### src/rtl/trap_ctrl.sv
// -----------------------------------------------------------------------------
// trap_ctrl -- trap controller for the single-cycle MIPS datapath.
//
// Produces the PC unit's trap selects (4 = interrupt vector 0x80000004,
// 5 = exception vector 0x80000008) together with the return address (EPC)
// that the datapath writes into $k0. External interrupt lines are
// synchronised, edge-detected and latched as pending bits; a mask and a
// fixed priority (lowest index wins) pick the serviced line. Once a trap is
// taken, further traps are blocked until the handler returns via eret.
//
// Optional build macro: TRAP_CAUSE_EN adds the cause and dbl_fault outputs.
//
// Ports:
//   CLK          in   system clock, rising edge
//   Reset_n      in   asynchronous active-low reset
//   irq_in       in   [NIRQ] async interrupt requests, rising-edge sensitive
//   mask_we      in   write irq mask this cycle
//   mask_wdata   in   [NIRQ] new mask, 1 = enabled
//   illop        in   current instruction is undefined
//   eret         in   current instruction is handler return
//   PC           in   [32] current PC
//   PCplus4      in   [32] PC+4 from PC unit
//   super_mode   in   supervisor mode flag (PC[31]); "super" is a reserved
//                     word in SystemVerilog, hence the longer name
//   trap_pcsrc   out  [3] 0 none, 4 interrupt, 5 exception
//   trap_valid   out  trap taken this cycle
//   epc_we       out  write epc_data to $k0 at this edge
//   epc_data     out  [32] return address
//   irq_pending  out  [NIRQ] latched pending bits
//   irq_mask     out  [NIRQ] current mask
//   in_handler   out  controller is in the HANDLER state
//   cause        out  [8] (TRAP_CAUSE_EN) 8'h80 exception, else irq index
//   dbl_fault    out  (TRAP_CAUSE_EN) sticky: illop seen in handler/kernel
// -----------------------------------------------------------------------------
module trap_ctrl #(
    parameter int unsigned NIRQ = 4
) (
    input  logic            CLK,
    input  logic            Reset_n,
    input  logic [NIRQ-1:0] irq_in,
    input  logic            mask_we,
    input  logic [NIRQ-1:0] mask_wdata,
    input  logic            illop,
    input  logic            eret,
    input  logic [31:0]     PC,
    input  logic [31:0]     PCplus4,
    input  logic            super_mode,
    output logic [2:0]      trap_pcsrc,
    output logic            trap_valid,
    output logic            epc_we,
    output logic [31:0]     epc_data,
    output logic [NIRQ-1:0] irq_pending,
    output logic [NIRQ-1:0] irq_mask,
    output logic            in_handler
`ifdef TRAP_CAUSE_EN
    ,
    output logic [7:0]      cause,
    output logic            dbl_fault
`endif
);

    typedef enum logic {
        ST_RUN     = 1'b0,
        ST_HANDLER = 1'b1
    } state_t;

    state_t          state_q, state_d;
    logic [NIRQ-1:0] sync1_q, sync1_d;
    logic [NIRQ-1:0] sync2_q, sync2_d;
    logic [NIRQ-1:0] sync3_q, sync3_d;
    logic [NIRQ-1:0] pending_q, pending_d;
    logic [NIRQ-1:0] mask_q, mask_d;

    logic [NIRQ-1:0] rise;
    logic [NIRQ-1:0] active;
    logic [NIRQ-1:0] irq_sel;     // one-hot winner among active lines
    logic            irq_hit;
    logic [NIRQ-1:0] clr;
    logic            take_exc;
    logic            take_irq;

`ifdef TRAP_CAUSE_EN
    logic [2:0] irq_idx;
    logic [7:0] cause_q, cause_d;
    logic       dbl_fault_q, dbl_fault_d;
`endif

    // ---------------------------------------------------------------------
    // Synchroniser, edge detect, priority select
    // ---------------------------------------------------------------------
    always_comb begin
        sync1_d = irq_in;
        sync2_d = sync1_q;
        sync3_d = sync2_q;
        rise    = sync2_q & ~sync3_q;
        active  = pending_q & mask_q;

        irq_sel = '0;
        irq_hit = 1'b0;
`ifdef TRAP_CAUSE_EN
        irq_idx = '0;
`endif
        for (int unsigned i = 0; i < NIRQ; i++) begin
            if (active[i] && !irq_hit) begin
                irq_hit    = 1'b1;
                irq_sel[i] = 1'b1;
`ifdef TRAP_CAUSE_EN
                irq_idx    = 3'(i);
`endif
            end
        end
    end

    // ---------------------------------------------------------------------
    // Trap decision FSM: next state and combinational outputs
    // ---------------------------------------------------------------------
    always_comb begin
        state_d    = state_q;
        trap_pcsrc = 3'd0;
        trap_valid = 1'b0;
        epc_we     = 1'b0;
        epc_data   = '0;
        clr        = '0;
        take_exc   = 1'b0;
        take_irq   = 1'b0;

        unique case (state_q)
            ST_RUN: begin
                // Kernel code outside a handler never traps.
                if (!super_mode) begin
                    if (illop) begin
                        take_exc = 1'b1;
                    end else if (irq_hit) begin
                        take_irq = 1'b1;
                    end
                end

                if (take_exc) begin
                    trap_pcsrc = 3'd5;
                    epc_data   = PCplus4;
                end else if (take_irq) begin
                    // Aborted instruction re-executes on return.
                    trap_pcsrc = 3'd4;
                    epc_data   = PC;
                    clr        = irq_sel;
                end

                if (take_exc || take_irq) begin
                    trap_valid = 1'b1;
                    epc_we     = 1'b1;
                    state_d    = ST_HANDLER;
                end
            end

            ST_HANDLER: begin
                if (eret) begin
                    state_d = ST_RUN;
                end
            end

            default: state_d = ST_RUN;
        endcase

        // A fresh rise wins over a same-edge clear so no request is lost.
        pending_d = (pending_q & ~clr) | rise;
        // Trap decision above already used mask_q, so the write lands after.
        mask_d    = mask_we ? mask_wdata : mask_q;
    end

`ifdef TRAP_CAUSE_EN
    always_comb begin
        cause_d     = cause_q;
        dbl_fault_d = dbl_fault_q;
        if (take_exc) begin
            cause_d = 8'h80;
        end else if (take_irq) begin
            cause_d = {5'b0, irq_idx};
        end
        if (illop && (state_q == ST_HANDLER || super_mode)) begin
            dbl_fault_d = 1'b1;
        end
    end
`endif

    // ---------------------------------------------------------------------
    // Registers
    // ---------------------------------------------------------------------
    always_ff @(posedge CLK or negedge Reset_n) begin
        if (!Reset_n) begin
            state_q   <= ST_RUN;
            sync1_q   <= '0;
            sync2_q   <= '0;
            sync3_q   <= '0;
            pending_q <= '0;
            mask_q    <= '0;
        end else begin
            state_q   <= state_d;
            sync1_q   <= sync1_d;
            sync2_q   <= sync2_d;
            sync3_q   <= sync3_d;
            pending_q <= pending_d;
            mask_q    <= mask_d;
        end
    end

`ifdef TRAP_CAUSE_EN
    always_ff @(posedge CLK or negedge Reset_n) begin
        if (!Reset_n) begin
            cause_q     <= '0;
            dbl_fault_q <= 1'b0;
        end else begin
            cause_q     <= cause_d;
            dbl_fault_q <= dbl_fault_d;
        end
    end

    assign cause     = cause_q;
    assign dbl_fault = dbl_fault_q;
`endif

    assign irq_pending = pending_q;
    assign irq_mask    = mask_q;
    assign in_handler  = (state_q == ST_HANDLER);

endmodule

### config.mk
export PLATFORM = sky130hd
export DESIGN_NAME = trap_ctrl
export DESIGN_NICKNAME = d
export VERILOG_FILES = /design/src/rtl/trap_ctrl.sv
export SDC_FILE = /design/constraint.sdc
export NUM_CORES = 1
export LEC_CHECK = 0
export CORE_MARGIN = 10
export CORE_UTILIZATION = 46
export CTS_BUF_LIST = sky130_fd_sc_hd__clkbuf_4 sky130_fd_sc_hd__clkbuf_8
export DETAILED_ROUTE_END_ITERATION = 6
export DONT_BUFFER_PORTS = 1
export PLACE_DENSITY = 0.59
export SYNTH_ARGS = -nofsm -noshare
export SYNTH_HDL_FRONTEND = slang
export SYNTH_SLANG_ARGS = --single-unit
export TNS_END_PERCENT = 1
### constraint.sdc
create_clock -name CLK -period 1.8 [get_ports CLK]
set_input_delay 0 -clock CLK [delete_from_list [all_inputs] [get_ports CLK]]
set_output_delay 0 -clock CLK [all_outputs]
set_load 0.01 [all_outputs]
==> results.md <==
- The run finished with clean final reports.
- The highest layer used for signal routing is met4.
- Once detailed placement completed, the half-perimeter wirelength came to between 2 and 3 mm.
- The number of global-route vias before repair is 918.
- Across every metal layer, demand over resource in global routing totals 12.14%.
- The worst-margin pin slew is roughly 0.86 ns.
- The max-slew violation count came to 0.
- The cell depth of the worst min-delay path is 1.
- The number of antenna violations at the first check in global routing is 0.
- The sequential element share of the synthesized area is between 40% and 50%.
- After detailed routing, the met2 layer carries 1.902 mm of wire.
- The arrival time of data at the critical path endpoint is around 1.9 ns.
- The later pin in the worst-skew pair is clocked with a latency of roughly 0.29 ns.
- Across the VDD grid, the largest voltage drop is just over 600 uV.
- The worst clock skew is 0.006519 ns.
- The region available for standard cell placement spans about 2200 sq um.
- In the synthesized netlist, the number of instances is 89.
- The shortest period the worst path allows is ~1.7 ns.
- The Yosys step of the flow raised 0 warnings.
- The total overflow left after global routing is 0.
- Setup repair after global routing left no endpoint under its margin.
- The violation count after the first detailed-route iteration is 48.
- The worst max-slew margin expressed relative to the limit is roughly 43%.
- The setup fix buffers added after clock tree synthesis is 0.
- The die is 68.56 um wide.
- The synthesized netlist devotes 0% of its cell area to adder and majority cells.
- In this run the remaining antenna-violating nets after routing total 0.
- The site row count is 17.
- The clock tree buffer depth is 2.
- The ratio of total power to cell area is just over 800 nW/um^2.
- Static timing analysis puts the maximum clock frequency at approximately 0.59 GHz.
- Input and output buffers added on the ports amount to 0.
- The number of design rule violations left after detail routing is 0.
- TritonCTS built the clock tree.
- Wire segments on met3 add up to between 500 and 600 um in the final route.
- The worst hold path class is input port to output port.
- The clock edge transition at the registers on the reported setup and hold paths is approximately 0.1 ns.
- The final-layout setup total negative slack is 0 ns.
- After detailed routing, the wire length on met1 is slightly above 1 mm.
- The area fraction of the dominant cell type after synthesis is between 40% and 50%.
- The post-layout instance area is between 1000 and 1500 sq um.
- The pin count of the biggest net entering global routing is 37.
- CTS built an H-tree with a depth of 1.
- The pre-antenna-repair detailed-routing pass consisted of 4 iterations.
- The antenna cell count is 0.
- The synthesized design contains 0 enable-type register cells.
- The worst setup path is of the flop to flop kind.
- The hold violation total from the final report was 0.
- The analysis attributes to cell leakage a power of around 0.57 nW.
- After detailed routing, the number of vias per cell comes to 6.786.
- The commonest cells after synthesis are sky130_fd_sc_hd__a22o_1 (36), sky130_fd_sc_hd__dfrtp_1 (21), sky130_fd_sc_hd__inv_1 (5).
- The share of final-layout standard cells stronger than drive strength 1 is 17.48%.
- In this run the mean area of a mapped cell was 12.19 sq um.
- The most numerous cell in the Yosys netlist is sky130_fd_sc_hd__a22o_1.
- The floorplan step defined a die boundary enclosing roughly 4700 sq um.
- The sort of element at the end of the critical path is a flop.
- The initial core utilization is between 40 and 50%.
- At the worst endpoint, the required time is around 2.0 ns.
- The wire length per cell after detailed routing is between 20 and 30 um.
- The proportion of synthesized area in mux cells is 4.152%.
- The area growth from synthesis to layout is 19.03%.
- The synthesized design contains 21 register bits.
- The combined area of all synthesized cells is about 1100 sq um.
- The tool flagged a number of max-cap violations equal to 0.
- The root buffer selected by CTS is sky130_fd_sc_hd__clkbuf_4.
- Setup violations remaining at the end of the flow were counted as 0.
- The synthesized netlist devotes 6.459% of its cell area to simple gates.
- The xor and xnor fraction of the mapped netlist area is 0%.
- The type of origin of the critical path is a flop.
- The total chip power is 1.071 mW.
- The post-synth net total is about 170.
- After detailed placement, the total cell area comes to roughly 1100 sq um.
- Summing the areas of all compound-gate instances in the mapped netlist gives between 30% and 40% of the synthesized area.
- The final net count is between 150 and 200.
- The largest area contributor in the netlist is sky130_fd_sc_hd__dfrtp_1.
- In the finished design, the share of the clock period the worst path needs comes to between 90% and 100%.
- The detailed-route wire length is 3.518 mm.
- The filler cells instantiated in the layout total ~180.
- The clock net in this run drives a total of 21 sinks.
- By area the synthesized netlist is led by sky130_fd_sc_hd__dfrtp_1 (48%), sky130_fd_sc_hd__a22o_1 (29%), sky130_fd_sc_hd__mux2_2 (4.2%), sky130_fd_sc_hd__buf_6 (3.1%), sky130_fd_sc_hd__a21boi_4 (1.7%).
- Of all nets on the critical path, the largest fanout is 4.
- The global placement routability congestion is about 0.7.
- The worst reg2reg path depth is 4.
- The async set or reset register ratio after synthesis is 100.0%.
- The total number of vias is approximately 890.
- Yosys mapped the design onto 17 distinct sky130hd cell types.
- In this run, CTS created clock tree buffers numbering 3.
- In the synthesized netlist the dominant register cell turns out to be sky130_fd_sc_hd__dfrtp_1.
- The die boundary height is between 60 and 70 um.
- The combinational family with the most area after synthesis is compound AO/OA/AOI/OAI gates.
- The first global-routing pass estimated approximately 4.5 mm of wire.
- The number of I/O pins is 124.
[routing by layer]
layer / up-vias / global-route usage, %
met5: - / 0
met4: 0 / 3.015
met3: 4 / 4.187
met2: 75 / 25.35
met1: 439 / 10.37
li1: 371 / -
[repair_timing]
item,4_1_cts,5_1_grt
endpoints found under the setup margin,0,5
hold buffers,16,0
hold endpoints to repair,34,0
gates resized for setup,0,3
[report_power, final]
part | switching [mW] | leakage (nW) | total, mW | internal (mW)
registers | 0.0554 | 0.236 | 0.565 | 0.510
clock network | 0.124 | 0.0184 | 0.225 | 0.101
logic | 0.150 | 0.314 | 0.281 | 0.131
total | 0.329 | 0.569 | 1.07 | 0.742
[worst paths after layout]
path	startpoint	end	slack [ns]
hold reg to reg	sync1_q[3]	sync2_q[3]	0.36
setup reg to reg	in_handler	irq_pending[2]	0.1
setup / recovery	in_handler	irq_pending[2]	0.1
min in group asynchronous	Reset_n	irq_mask[2]	0.26
max in group asynchronous	Reset_n	in_handler	0.96
hold / removal	PCplus4[12]	epc_data[12]	0.16
[kinds of logic (layout without fill, tap and decap cells)]
family          count (synthesis)  count (layout)
simple gates                   10              10
flops                          21              21
compound gates                 40              40
other cells                     1               1
mux                             4               4
buf+inv                        13              27
[metrics by stage]
stage	setup WS [ns]	util [%]	cells	hold slack, ns
6_report	0.09907	57.82	131	0.1598
5_1_grt	0.01549	57.82	131	0.1615
4_1_cts	0.03938	57.31	131	0.1626
3_5_place_dp	0.3522	48.80	111	-0.2951
3_3_place_gp	0.3821	48.80	111	-0.2950
2_1_floorplan	0.4508	-	89	-0.2956
[area by class of cell]
type                    instances  area (sq um)  area share (%)
multi-input cells              55         493.0           38.18
flip-flops and latches         21         526.8           40.79
repair buffers                 18         187.7           14.53
well taps                      28         35.03           2.713
clock buffers                   4         30.03           2.326
inverters                       5         18.77           1.453
[registers in the layout, summed over array words and instances, names as in the netlist]
name / flops
sync2_q: 4
irq_pending: 4
in_handler: 1
sync3_q: 4
irq_mask: 4
sync1_q: 4
[critical path, stage by stage (launching register included)]
cell,delay (ns)
sky130_fd_sc_hd__dfrtp_2,0.49
sky130_fd_sc_hd__nor3_4,0.16
sky130_fd_sc_hd__dlygate4sd3_1,0.64
sky130_fd_sc_hd__nand4_1,0.12
sky130_fd_sc_hd__a22o_1,0.19
[placed cells by master, fill, tap and decap left out, drive strengths merged, types with 2 or more instances in the layout]
| cell | count |
|---|---|
| dlygate4sd3 | 16 |
| nand2 | 3 |
| inv | 5 |
| mux2 | 4 |
| a22oi | 2 |
| buf | 2 |
| nand4 | 2 |
| or2 | 2 |
| clkbuf | 4 |
| a22o | 36 |
| dfrtp | 21 |
(Power assumes the default switching activity.)
